[config.mk]
export PLATFORM = sky130hd
export DESIGN_NAME = prf_wr_bank_arbiter_flat
export DESIGN_NICKNAME = d
export VERILOG_FILES = /design/src/rtl/prf_wr_bank_arbiter_pkg.sv /design/src/rtl/prf_wr_bank_arbiter_if.sv /design/src/rtl/prf_wr_rr_arbiter.sv /design/src/rtl/prf_wr_bank_arbiter.sv /design/src/flat_wrapper.sv
export SDC_FILE = /design/constraint.sdc
export NUM_CORES = 2
export LEC_CHECK = 0
export CAP_MARGIN = 25
export CORE_ASPECT_RATIO = 1.25
export CORE_MARGIN = 2
export CORE_UTILIZATION = 28
export DETAILED_ROUTE_END_ITERATION = 8
export DONT_BUFFER_PORTS = 1
export PLACE_DENSITY = 0.5
export SYNTH_ARGS = -nofsm -noshare
export SYNTH_HDL_FRONTEND = slang
export SYNTH_SLANG_ARGS = --single-unit
[constraint.sdc]
create_clock -name CLK -period 6.1 [get_ports CLK]
set_clock_uncertainty 0.15 [all_clocks]
set_input_delay 1.22 -clock CLK [delete_from_list [all_inputs] [get_ports CLK]]
set_output_delay 1.22 -clock CLK [all_outputs]
set_load 0.05 [all_outputs]
[src/rtl/prf_wr_bank_arbiter_pkg.sv]
// Shared types, sizes and PR field helpers for the PRF write-bank arbiter.
//   PR_t        : 7-bit physical register index; low bits select the bank, high bits the row.
//   upper_PR_t  : row within a bank.
//   prf_wr_src_t: index of a PRF writer (WR_BUF, LDU b0/b1, ALU rr, MDU, ALU ri, BRU, SYSU).
package prf_wr_bank_arbiter_pkg;

    localparam int unsigned XLEN                     = 32;
    localparam int unsigned PRF_WR_COUNT             = 8;
    localparam int unsigned PRF_BANK_COUNT           = 4;
    localparam int unsigned LOG_PRF_BANK_COUNT       = 2;
    localparam int unsigned PRF_WR_INPUT_BUFFER_SIZE = 2;
    localparam int unsigned PR_WIDTH                 = 7;

    typedef logic [PR_WIDTH-1:0]                      PR_t;
    typedef logic [PR_WIDTH-LOG_PRF_BANK_COUNT-1:0]   upper_PR_t;
    typedef logic [LOG_PRF_BANK_COUNT-1:0]            bank_t;
    typedef logic [$clog2(PRF_WR_COUNT)-1:0]          prf_wr_src_t;
    typedef logic [XLEN-1:0]                          data_t;

    typedef struct packed {
        PR_t   pr;
        data_t data;
    } wr_entry_t;

    function automatic bank_t PR_bank_bits(input PR_t pr);
        return pr[LOG_PRF_BANK_COUNT-1:0];
    endfunction

    function automatic upper_PR_t upper_PR_bits(input PR_t pr);
        return pr[PR_WIDTH-1:LOG_PRF_BANK_COUNT];
    endfunction

endpackage

[src/rtl/prf_wr_bank_arbiter_if.sv]
// Writer-side request bus and bank-side write bus of the PRF write-bank arbiter.
//   req_valid/req_ready/req_PR/req_data : one lane per writer, write taken iff valid & ready.
//   bank_wr_valid/upper_PR/data/src     : one lane per PRF bank, registered.
// master: the writeback pipes plus PRF banks (testbench side); slave: the arbiter.
interface prf_wr_bank_arbiter_if;
    import prf_wr_bank_arbiter_pkg::*;

    logic        [PRF_WR_COUNT-1:0]   req_valid;
    logic        [PRF_WR_COUNT-1:0]   req_ready;
    PR_t         [PRF_WR_COUNT-1:0]   req_PR;
    data_t       [PRF_WR_COUNT-1:0]   req_data;

    logic        [PRF_BANK_COUNT-1:0] bank_wr_valid;
    upper_PR_t   [PRF_BANK_COUNT-1:0] bank_wr_upper_PR;
    data_t       [PRF_BANK_COUNT-1:0] bank_wr_data;
    prf_wr_src_t [PRF_BANK_COUNT-1:0] bank_wr_src;

    modport master (
        output req_valid, req_PR, req_data,
        input  req_ready, bank_wr_valid, bank_wr_upper_PR, bank_wr_data, bank_wr_src
    );

    modport slave (
        input  req_valid, req_PR, req_data,
        output req_ready, bank_wr_valid, bank_wr_upper_PR, bank_wr_data, bank_wr_src
    );

endinterface

[src/rtl/prf_wr_rr_arbiter.sv]
// Combinational round-robin arbiter.
//   req_i   : request vector
//   ptr_i   : last winner; search starts at (ptr_i + 1) mod N
//   gnt_o   : one-hot grant
//   idx_o   : index of the granted requester (0 when none)
//   valid_o : any request granted
module prf_wr_rr_arbiter #(
    parameter int unsigned N    = 8,
    parameter int unsigned IdxW = $clog2(N)
) (
    input  logic [N-1:0]    req_i,
    input  logic [IdxW-1:0] ptr_i,
    output logic [N-1:0]    gnt_o,
    output logic [IdxW-1:0] idx_o,
    output logic            valid_o
);

    always_comb begin
        int unsigned cand;
        gnt_o   = '0;
        idx_o   = '0;
        valid_o = 1'b0;
        cand    = 0;
        // Visit ptr+1 .. ptr+N so the previous winner is considered last.
        for (int unsigned i = 1; i <= N; i++) begin
            cand = (int'(ptr_i) + i) % N;
            if (!valid_o && req_i[cand]) begin
                valid_o     = 1'b1;
                gnt_o[cand] = 1'b1;
                idx_o       = IdxW'(cand);
            end
        end
    end

endmodule

[src/rtl/prf_wr_bank_arbiter.sv]
// Shares the single-write-port PRF banks among the PRF writers.
// Each writer has a small input FIFO; every cycle each bank grants, round-robin, one FIFO head
// whose PR maps to that bank. Bank outputs are registered (min latency request->bank is 2 cycles).
//   CLK  : clock, rising edge
//   nRST : asynchronous active-low reset
//   bus  : slave side of prf_wr_bank_arbiter_if (writer requests in, bank writes out)
module prf_wr_bank_arbiter
    import prf_wr_bank_arbiter_pkg::*;
(
    input logic                  CLK,
    input logic                  nRST,
    prf_wr_bank_arbiter_if.slave bus
);

    localparam int unsigned WrCount    = PRF_WR_COUNT;
    localparam int unsigned BankCount  = PRF_BANK_COUNT;
    localparam int unsigned BufEntries = PRF_WR_INPUT_BUFFER_SIZE;
    // Pointers carry one wrap bit above the index so full and empty are distinguishable.
    // Depth must be a power of two.
    localparam int unsigned IdxW       = $clog2(BufEntries);
    localparam int unsigned PtrW       = IdxW + 1;

    // FIFO storage and pointers
    wr_entry_t       fifo_q   [WrCount][BufEntries];
    logic [PtrW-1:0] wr_ptr_q [WrCount];
    logic [PtrW-1:0] wr_ptr_d [WrCount];
    logic [PtrW-1:0] rd_ptr_q [WrCount];
    logic [PtrW-1:0] rd_ptr_d [WrCount];

    // Per-bank round-robin pointer (last winner)
    prf_wr_src_t rr_ptr_q [BankCount];
    prf_wr_src_t rr_ptr_d [BankCount];

    // Registered bank outputs
    logic        [BankCount-1:0] bank_valid_q, bank_valid_d;
    upper_PR_t   [BankCount-1:0] bank_upper_q, bank_upper_d;
    data_t       [BankCount-1:0] bank_data_q,  bank_data_d;
    prf_wr_src_t [BankCount-1:0] bank_src_q,   bank_src_d;

    logic      [WrCount-1:0] empty;
    logic      [WrCount-1:0] full;
    logic      [WrCount-1:0] enq;
    logic      [WrCount-1:0] deq;
    wr_entry_t [WrCount-1:0] head;

    logic        [BankCount-1:0][WrCount-1:0] elig;
    logic        [BankCount-1:0][WrCount-1:0] gnt;
    prf_wr_src_t [BankCount-1:0]              win_idx;
    logic        [BankCount-1:0]              win_vld;

    always_comb begin
        for (int unsigned w = 0; w < WrCount; w++) begin
            empty[w] = (wr_ptr_q[w] == rd_ptr_q[w]);
            full[w]  = (wr_ptr_q[w][PtrW-1] != rd_ptr_q[w][PtrW-1]) &&
                       (wr_ptr_q[w][IdxW-1:0] == rd_ptr_q[w][IdxW-1:0]);
            head[w]  = fifo_q[w][rd_ptr_q[w][IdxW-1:0]];
            // Ready comes from registered occupancy only; a full FIFO never accepts,
            // even when its head leaves this cycle.
            enq[w]   = bus.req_valid[w] && !full[w];
        end
    end

    assign bus.req_ready = ~full;

    // Each head targets exactly one bank, so a writer competes in one arbiter per cycle.
    always_comb begin
        for (int unsigned b = 0; b < BankCount; b++) begin
            for (int unsigned w = 0; w < WrCount; w++) begin
                elig[b][w] = !empty[w] && (PR_bank_bits(head[w].pr) == bank_t'(b));
            end
        end
    end

    for (genvar b = 0; b < BankCount; b++) begin : g_bank_arb
        prf_wr_rr_arbiter #(
            .N    (WrCount),
            .IdxW ($bits(prf_wr_src_t))
        ) u_arb (
            .req_i   (elig[b]),
            .ptr_i   (rr_ptr_q[b]),
            .gnt_o   (gnt[b]),
            .idx_o   (win_idx[b]),
            .valid_o (win_vld[b])
        );
    end

    always_comb begin
        deq = '0;
        for (int unsigned b = 0; b < BankCount; b++) begin
            deq = deq | gnt[b];
        end
    end

    always_comb begin
        for (int unsigned w = 0; w < WrCount; w++) begin
            wr_ptr_d[w] = wr_ptr_q[w] + PtrW'(enq[w]);
            rd_ptr_d[w] = rd_ptr_q[w] + PtrW'(deq[w]);
        end
        bank_valid_d = win_vld;
        bank_upper_d = bank_upper_q;
        bank_data_d  = bank_data_q;
        bank_src_d   = bank_src_q;
        for (int unsigned b = 0; b < BankCount; b++) begin
            rr_ptr_d[b] = rr_ptr_q[b];
            // Idle banks keep their last row/data/src; only valid drops.
            if (win_vld[b]) begin
                rr_ptr_d[b]     = win_idx[b];
                bank_upper_d[b] = upper_PR_bits(head[win_idx[b]].pr);
                bank_data_d[b]  = head[win_idx[b]].data;
                bank_src_d[b]   = win_idx[b];
            end
        end
    end

    always_ff @(posedge CLK or negedge nRST) begin
        if (!nRST) begin
            for (int unsigned w = 0; w < WrCount; w++) begin
                wr_ptr_q[w] <= '0;
                rd_ptr_q[w] <= '0;
            end
            for (int unsigned b = 0; b < BankCount; b++) begin
                rr_ptr_q[b] <= prf_wr_src_t'(WrCount - 1);
            end
            bank_valid_q <= '0;
            bank_upper_q <= '0;
            bank_data_q  <= '0;
            bank_src_q   <= '0;
        end else begin
            for (int unsigned w = 0; w < WrCount; w++) begin
                wr_ptr_q[w] <= wr_ptr_d[w];
                rd_ptr_q[w] <= rd_ptr_d[w];
            end
            for (int unsigned b = 0; b < BankCount; b++) begin
                rr_ptr_q[b] <= rr_ptr_d[b];
            end
            bank_valid_q <= bank_valid_d;
            bank_upper_q <= bank_upper_d;
            bank_data_q  <= bank_data_d;
            bank_src_q   <= bank_src_d;
        end
    end

    // Entry storage needs no reset: emptiness is tracked by the pointers.
    always_ff @(posedge CLK) begin
        for (int unsigned w = 0; w < WrCount; w++) begin
            if (enq[w]) begin
                fifo_q[w][wr_ptr_q[w][IdxW-1:0]] <= '{pr: bus.req_PR[w], data: bus.req_data[w]};
            end
        end
    end

    assign bus.bank_wr_valid    = bank_valid_q;
    assign bus.bank_wr_upper_PR = bank_upper_q;
    assign bus.bank_wr_data     = bank_data_q;
    assign bus.bank_wr_src      = bank_src_q;

`ifndef SYNTHESIS
    // A write offered to a full FIFO is dropped; writers must honour ready.
    enq_when_full_a: assert property (@(posedge CLK) disable iff (!nRST)
        (bus.req_valid & ~bus.req_ready) == '0)
        else $error("prf_wr_bank_arbiter: write offered while not ready");
`endif

endmodule

[src/flat_wrapper.sv]
// flat-port wrapper written by rule: the top's interface ports become plain ports
module prf_wr_bank_arbiter_flat import prf_wr_bank_arbiter_pkg::*;
  (CLK, nRST, bus_req_valid, bus_req_PR, bus_req_data, bus_req_ready, bus_bank_wr_valid, bus_bank_wr_upper_PR, bus_bank_wr_data, bus_bank_wr_src);
  prf_wr_bank_arbiter_if bus_i ();
  input logic CLK;
  input logic nRST;
  input wire logic [$bits(bus_i.req_valid)-1:0] bus_req_valid;
  input wire logic [$bits(bus_i.req_PR)-1:0] bus_req_PR;
  input wire logic [$bits(bus_i.req_data)-1:0] bus_req_data;
  output wire logic [$bits(bus_i.req_ready)-1:0] bus_req_ready;
  output wire logic [$bits(bus_i.bank_wr_valid)-1:0] bus_bank_wr_valid;
  output wire logic [$bits(bus_i.bank_wr_upper_PR)-1:0] bus_bank_wr_upper_PR;
  output wire logic [$bits(bus_i.bank_wr_data)-1:0] bus_bank_wr_data;
  output wire logic [$bits(bus_i.bank_wr_src)-1:0] bus_bank_wr_src;
  assign bus_i.req_valid = bus_req_valid;
  assign bus_i.req_PR = bus_req_PR;
  assign bus_i.req_data = bus_req_data;
  assign bus_req_ready = bus_i.req_ready;
  assign bus_bank_wr_valid = bus_i.bank_wr_valid;
  assign bus_bank_wr_upper_PR = bus_i.bank_wr_upper_PR;
  assign bus_bank_wr_data = bus_i.bank_wr_data;
  assign bus_bank_wr_src = bus_i.bank_wr_src;
  prf_wr_bank_arbiter u_core (.CLK(CLK), .nRST(nRST), .bus(bus_i));
endmodule
## Word level (Yosys, flattened, before mapping)

Memories as Yosys holds them, arrays and structs flattened.
Cells that the tools add are included.

- Mux-type cells: 288
- $add $sub $neg: 48
- Reductions and logical operators: 168
- Equality and inequality tests: 48
- $lt $le $gt $ge: 92
- Bitwise operators: 48

Operators with widths:

| cell | count |
|---|---|
| $mux 39 | 36 |
| $mux 78 | 8 |
| $bmux 39 s3 | 4 |
| $demux 39 s1 | 8 |
| $mux 8 | 32 |
| $or 8x8->8 | 31 |
| $lt 3x4->1 const B | 36 |
| $logic_and 1x1->1 | 116 |
| $mux 1 | 104 |
| $bmux 1 s3 | 32 |
| $demux 1 s3 | 32 |
| $ge 3x1->1 const B | 32 |
| $mux 3 | 32 |
| $add 3x3->3 const B | 16 |
| $logic_not 1->1 | 44 |
| $add 2x1->2 | 16 |
| $eq 2x2->1 const B | 16 |
| $ge 2x2->1 const B | 16 |
| $not 1->2 | 16 |
| $add 3x1->3 const B | 8 |
| $add 3x2->3 const B | 8 |
| $eq 2x1->1 const B | 8 |
| $eq 2x2->1 | 8 |
| $logic_not 2->1 | 8 |
| other kinds (4) | 25 |

- RAM bits: 624
- Output and inout port bits: 172
- Bits in registers: 208
- Memories: 1

Memory list:

| memory | words | bits a word | read ports | clocked after memory_dff | wr ports | line | RTL |
|---|---|---|---|---|---|---|---|
| u_core.fifo_q | 8 | 78 | 8 | 0 | 8 | prf_wr_bank_arbiter.sv:24 | `wr_entry_t fifo_q [WrCount][BufEntries];` |

## Depth between registers and ports, before layout

- Depth in word-level cells: 34
- Depth in mapped cells: 20

## Modules after synthesis

A second synthesis with hierarchy kept.

- Cells, all modules: 3084
- Area, all modules: 43539.3 µm²

Modules (own cells, without submodules):

| module | cells an instance | instances | seq. area each (µm²) | area each (µm²) |
|---|---|---|---|---|
| prf_wr_bank_arbiter | 2574 | 1 | 23958.0 | 38603.3 |
| prf_wr_rr_arbiter at u_core.g_bank_arb[0].u_arb ... | 123 | 3 | 0.0 | 1209.9 |
| prf_wr_rr_arbiter at u_core.g_bank_arb[3].u_arb | 141 | 1 | 0.0 | 1306.3 |

## Worst setup path before layout

OpenSTA, ideal clock, no wires.

- Path kind: register to register
- Start point: reg u_core.rr_ptr_q[1] (netlist name)
- End point: reg u_core.rd_ptr_q[11] (netlist name)
- Library setup time: 0.127 ns
- Buffers on the path: 4
- Stages on the path, launching flop included: 18
- Slack: 1.454 ns
- Arrival time: 4.369 ns
- Cells stage by stage: dfstp_2 > inv_2 > clkbuf_1 > clkbuf_1 > ha_1 > xor2_1 > mux4_2 > nand4_2 > or3_1 > clkbuf_1 > clkbuf_1 > nor2_1 > a22oi_1 > o211ai_1 > a2111oi_0 > nand4_1 > ha_1 > xor2_1

RTL lines:

| item | line | RTL |
|---|---|---|
| start, declared | prf_wr_bank_arbiter.sv:31 | `prf_wr_src_t rr_ptr_q [BankCount];` |
| start signal, assigned by index | prf_wr_bank_arbiter.sv:122 | `rr_ptr_q[b] <= prf_wr_src_t'(WrCount - 1);` |
| start signal, assigned by index | prf_wr_bank_arbiter.sv:134 | `rr_ptr_q[b] <= rr_ptr_d[b];` |
| end signal, assigned by index | prf_wr_bank_arbiter.sv:131 | `rd_ptr_q[w] <= rd_ptr_d[w];` |
| end, declared | prf_wr_bank_arbiter.sv:27 | `logic [PtrW-1:0] rd_ptr_q [WrCount];` |

## Worst setup path in the final report

- Start point: reg u_core.wr_ptr_q[7] (netlist name)
- End point: reg u_core.bank_data_q (netlist bit u_core.bus.bank_wr_data[103])

- Word-level cells in the longest chain between the ends: 29
- Elaborated cells between the ends (all ways): 51
- Those cells by class: eq/ne (1); mux (34); reduce/logical (16)

RTL lines:

| item | line | RTL |
|---|---|---|
| start, declared | prf_wr_bank_arbiter.sv:25 | `logic [PtrW-1:0] wr_ptr_q [WrCount];` |
| start signal, assigned by index | prf_wr_bank_arbiter.sv:130 | `wr_ptr_q[w] <= wr_ptr_d[w];` |
| $eq 2x2->1 (*) | prf_wr_bank_arbiter.sv:53 | `empty[w] = (wr_ptr_q[w] == rd_ptr_q[w]);` |
| $logic_not 1->1 (*) | prf_wr_bank_arbiter.sv:69 | `elig[b][w] = !empty[w] && (PR_bank_bits(head[w].pr) == bank_t'(b));` |
| $logic_and 1x1->1 (*) | prf_wr_bank_arbiter.sv:69 |  |
| $bmux 1 s3 | prf_wr_rr_arbiter.sv:27 | `if (!valid_o && req_i[cand]) begin` |
| $mux 1 (implied by the code) | prf_wr_rr_arbiter.sv:27 |  |
| $mux 1 | prf_wr_rr_arbiter.sv:27 |  |
| $logic_not 1->1 | prf_wr_rr_arbiter.sv:27 |  |
| $logic_and 1x1->1 | prf_wr_rr_arbiter.sv:27 |  |
| [13 not listed] | n/a |  |
| $logic_not 1->1 | prf_wr_rr_arbiter.sv:27 |  |
| $logic_and 1x1->1 | prf_wr_rr_arbiter.sv:27 |  |
| $mux 1 | prf_wr_rr_arbiter.sv:27 |  |
| $logic_not 1->1 | prf_wr_rr_arbiter.sv:27 |  |
| $logic_and 1x1->1 | prf_wr_rr_arbiter.sv:27 |  |
| $mux 3 | prf_wr_rr_arbiter.sv:27 |  |
| $bmux 39 s3 | prf_wr_bank_arbiter.sv:109 | `bank_data_d[b] = head[win_idx[b]].data;` |
| $mux 39 | n/a |  |
| end signal, assigned | prf_wr_bank_arbiter.sv:138 | `bank_data_q <= bank_data_d;` |
| end, declared | prf_wr_bank_arbiter.sv:37 | `data_t [BankCount-1:0] bank_data_q, bank_data_d;` |

Mark *: on every way between the ends. The rest lies on a longest branch, timed or not. The select of a mux whose other input is x is not followed.
A chain may end at the register's enable or synchronous reset.

==> impl_metrics.py <==
metrics = {
    "worst_setup_path": {
        "worst_ep_required_time_ns": 6.65,
        "cp_top_family": "compound AO/OA/AOI/OAI gates",
        "reg2regPathDepth": 14,
        "slowest_stage": "nor3_4",
        "crit_type": "reg2reg",
        "r2r_setup_slack_ns": 0.62,
        "cp-start-kind": "flop",
        "critical_path.max_fanout": 34,
        "cp-end-kind": "flop",
        "critical_path_buf_inv_count": 2,
        "reg2reg_to": "u_core.bus.bank_wr_data[103]$_DFFE_PN0P_",
        "path_cells": "xor2_1, o211a_1, o21ai_1, mux2i_1, mux4_2, or2_1, nor3_4, a211oi_1, and2_4, buf_4, a221oi_1, buf_4, nand2_1, a311oi_1",
        "crit_path_frequent_cell": "buf_4",
        "arrival_ns": 6.03,
        "rr_startpoint": "u_core.wr_ptr_q[7]$_DFF_PN0_",
        "worst_path_largest_cell_delay_ns": 0.64,
    },
    "routing": {
        "avgViaCountPerCell": 5.84,
        "wl_met3_um": 26900,
        "dr.pass1.iters": 6,
        "num_vias": 42500,
        "drc": 0,
        "drt_wl_total_um": 265000,
        "dr.first_iter.drc_count": 3806,
        "wl_met1_um": 85700,
        "top_layer_used": "met5",
        "wl_per_cell_um": 36.4,
        "final_antenna_net_count": 0,
        "wl_met2_um": 129000,
    },
    "synthesis": {
        "netlist_instances": 4701,
        "synth-seq-area-share_pct": 47.7,
        "synth-edff-count": 624,
        "syn_nets": 5071,
        "netlist_area_mm2": 0.0503,
        "async_reset_ff_share_pct": 25.0,
        "ys_ff_latch": 832,
        "synth_cell_types": 111,
        "postSynthAreaPerCell_um2": 10.7,
        "synth-main-ff-cell": "edfxtp_1",
        "yosysWarningCount": 0,
    },
    "cells_and_area": {
        "area_delta_synth_final_pct": 16.4,
        "multiInputGateArea_mm2": 0.0247,
        "ff_latch_area_mm2": 0.0240,
        "finalNetCount": 5176,
        "drive_above_1_share_pct": 18.5,
        "fillers": 18000,
    },
    "floorplanning": {
        "start_util_pct": 28.2,
        "ios": 494,
        "die_w_um": 383,
        "rows": 173,
        "dieArea_mm2": 0.183,
        "coreArea_mm2": 0.178,
        "die_y_um": 478,
    },
    "timing": {
        "finalSetupTns_ns": 0,
        "setup_viol": 0,
        "fmax_ghz": 0.182,
        "rsz0062_at_grt": "no",
        "worstMarginPinSlew_ns": 1.16,
        "period_minus_slack_ns": 5.48,
        "period_share_pct": 89.9,
        "finalMaxSlewViolations": 0,
        "slew_headroom_pct": 22.6,
        "finalHoldViolCount": 0,
    },
    "global_route": {
        "grt_max_degree": 182,
        "grt_pass1_vias": 41800,
        "overflow": 0,
        "grt_pass1_wl_um": 357000,
        "globalRouteTotalUtil_pct": 28.3,
        "grt_antenna_before_repair": 42,
    },
    "placement": {
        "gp_congestion": 1.03,
        "dpl.hpwl_um": 204000,
        "portBuffers": 0,
    },
    "clock_tree": {
        "root_buffer": "clkbuf_16",
        "clkTransAtPathRegs_ns": 0.07,
        "cts_setup_buffers": 0,
        "cts_tree": "yes",
        "clock_path_buffers": 3,
        "clock_sinks": 832,
        "numCtsBuffers": 99,
        "clock_latency_ns": 0.78,
        "cts.htree.levels": 3,
    },
    "run": {
        "max_cap_violations": 0,
    },
    "run_status": {
        "status": "finished, final reports clean",
    },
    "min_path": {
        "hold_path_class": "in2async",
    },
}
## timing repair
action                    4_1_cts  5_1_grt
hold buffers                    2        0
gates resized for setup         0        0
hold endpoints to repair       28        0
## routing by layer
metal	track usage, %	up-vias
met5	0.0265	-
met4	20.5	46
met3	11.2	755
met2	48.5	2094
met1	27.4	21200
li1	-	18400
## Yosys cell counts, types with 15 or more instances
| library cell | instances | area [µm²] |
|---|---|---|
| nand2_1 | 651 | 2440 |
| edfxtp_1 | 624 | 18700 |
| mux2i_1 | 550 | 5510 |
| nor2_1 | 260 | 976 |
| nand3_1 | 228 | 1140 |
| clkbuf_1 | 227 | 852 |
| o21ai_0 | 213 | 1070 |
| dfrtp_1 | 196 | 4900 |
| a21oi_1 | 164 | 821 |
| mux2_2 | 122 | 1370 |
| o22ai_1 | 103 | 644 |
| a221oi_1 | 97 | 850 |
| buf_2 | 83 | 415 |
| o211ai_1 | 76 | 571 |
| a211oi_1 | 71 | 533 |
| buf_1 | 58 | 218 |
| mux4_2 | 56 | 1260 |
| a22oi_1 | 53 | 398 |
| a311oi_1 | 52 | 455 |
| nor3_1 | 52 | 260 |
| ha_1 | 48 | 601 |
| inv_1 | 42 | 158 |
| nor2b_1 | 39 | 244 |
| o2111ai_1 | 37 | 324 |
| or2_2 | 35 | 219 |
| o221a_1 | 34 | 383 |
| xor2_1 | 28 | 245 |
| a31oi_1 | 26 | 163 |
| a22o_1 | 24 | 210 |
| a21o_1 | 21 | 158 |
| o21ai_1 | 21 | 105 |
| o221a_2 | 19 | 214 |
| a2bb2oi_1 | 18 | 158 |
| xnor2_1 | 18 | 158 |
| o211a_1 | 17 | 170 |
| o221ai_1 | 17 | 149 |
| and2_1 | 15 | 93.8 |
| buf_4 | 15 | 113 |
| o31ai_1 | 15 | 113 |
## sequential cells by signal, indices dropped and copies added (netlist names)
register and cells:
u_core.bus.bank_wr_data 128, u_core.bus.bank_wr_src 12, u_core.bus.bank_wr_upper_PR 20, u_core.bus.bank_wr_valid 4, u_core.fifo_q 624, u_core.rd_ptr_q 16, u_core.rr_ptr_q 12, u_core.wr_ptr_q 16
## kinds of logic (layout without fill, tap and decap cells)
group	Yosys count	after routing	synth area share, %
muxes	735	735	16.4
AOI/OAI and AO/OA	1225	1225	17.9
other	0	23	0
DFF	832	832	47.7
buffers and inverters	441	630	3.73
xor gates and xnor gates	52	52	0.996
adders and majority gates	48	48	1.20
and+or+nand+nor	1368	1368	12.1
## layout by cell type, fill, tap and decap left out, types with 51 or more instances in the layout
master,Yosys,layout
a221oi_1,97,97
o211ai_1,76,76
a311oi_1,52,52
dfrtp_1,196,188
mux2_2,122,122
edfxtp_1,624,624
mux2i_1,550,544
nor2_1,260,260
o22ai_1,103,101
nor3_1,52,51
a211oi_1,71,71
buf_4,15,358
nand2_1,651,650
o21ai_0,213,212
a22oi_1,53,51
clkbuf_16,0,99
mux4_2,56,56
nand3_1,228,228
a21oi_1,164,164
## worst max-delay path by stage
stage          slack (ns)  cells after the start                                       end                           start
2_1_floorplan        1.45                     17             u_core.rd_ptr_q[11]$_DFF_PN0_  u_core.rr_ptr_q[1]$_DFFE_PN1P_
3_3_place_gp         0.66                     16             u_core.rd_ptr_q[13]$_DFF_PN0_    u_core.rd_ptr_q[3]$_DFF_PN0_
3_5_place_dp         0.67                     18              u_core.rd_ptr_q[7]$_DFF_PN0_    u_core.wr_ptr_q[7]$_DFF_PN0_
4_1_cts              0.64                     18              u_core.rd_ptr_q[7]$_DFF_PN0_    u_core.wr_ptr_q[7]$_DFF_PN0_
5_1_grt              0.28                     18              u_core.rd_ptr_q[7]$_DFF_PN0_    u_core.wr_ptr_q[7]$_DFF_PN0_
6_report             0.62                     14  u_core.bus.bank_wr_data[103]$_DFFE_PN0P_    u_core.wr_ptr_q[7]$_DFF_PN0_
## through the flow
step / cell area, µm² / hold WS [ns] / setup slack [ns] / util (%) / cells
floorplan: 50300 / 0.311 / 1.45 / - / 4701
global placement: 54900 / 0.357 / 0.659 / 30.8 / 7020
detailed placement: 55100 / 0.359 / 0.673 / 30.9 / 7054
CTS: 58300 / 0.00559 / 0.636 / 32.7 / 7241
global route: 58400 / 0.0511 / 0.278 / 32.8 / 7253
finish: 58500 / 0.0671 / 0.615 / 32.8 / 7275
## area by class of cell
class	instances	area share, %
Timing Repair Buffer	396	5.85
Sequential cell	832	41.0
Antenna cell	23	0.0984
Tap cell	2362	5.05
Clock buffer	117	4.37
Clock inverter	68	1.07
Multi-Input combinational cell	3428	42.2
Inverter	49	0.319
## worst reg2reg max path, cell delays in order (launching register included)
cell      delay [ns]
dfrtp_1         0.43
xor2_1          0.21
o211a_1         0.26
o21ai_1         0.58
mux2i_1         0.34
mux4_2          0.58
or2_1           0.36
nor3_4          0.64
a211oi_1        0.14
and2_4          0.37
buf_4           0.31
a221oi_1        0.49
buf_4           0.20
nand2_1         0.08
a311oi_1        0.31
Power is not shown: default switching activity piles up to over one toggle a cycle in this logic, so the estimate is an artifact.
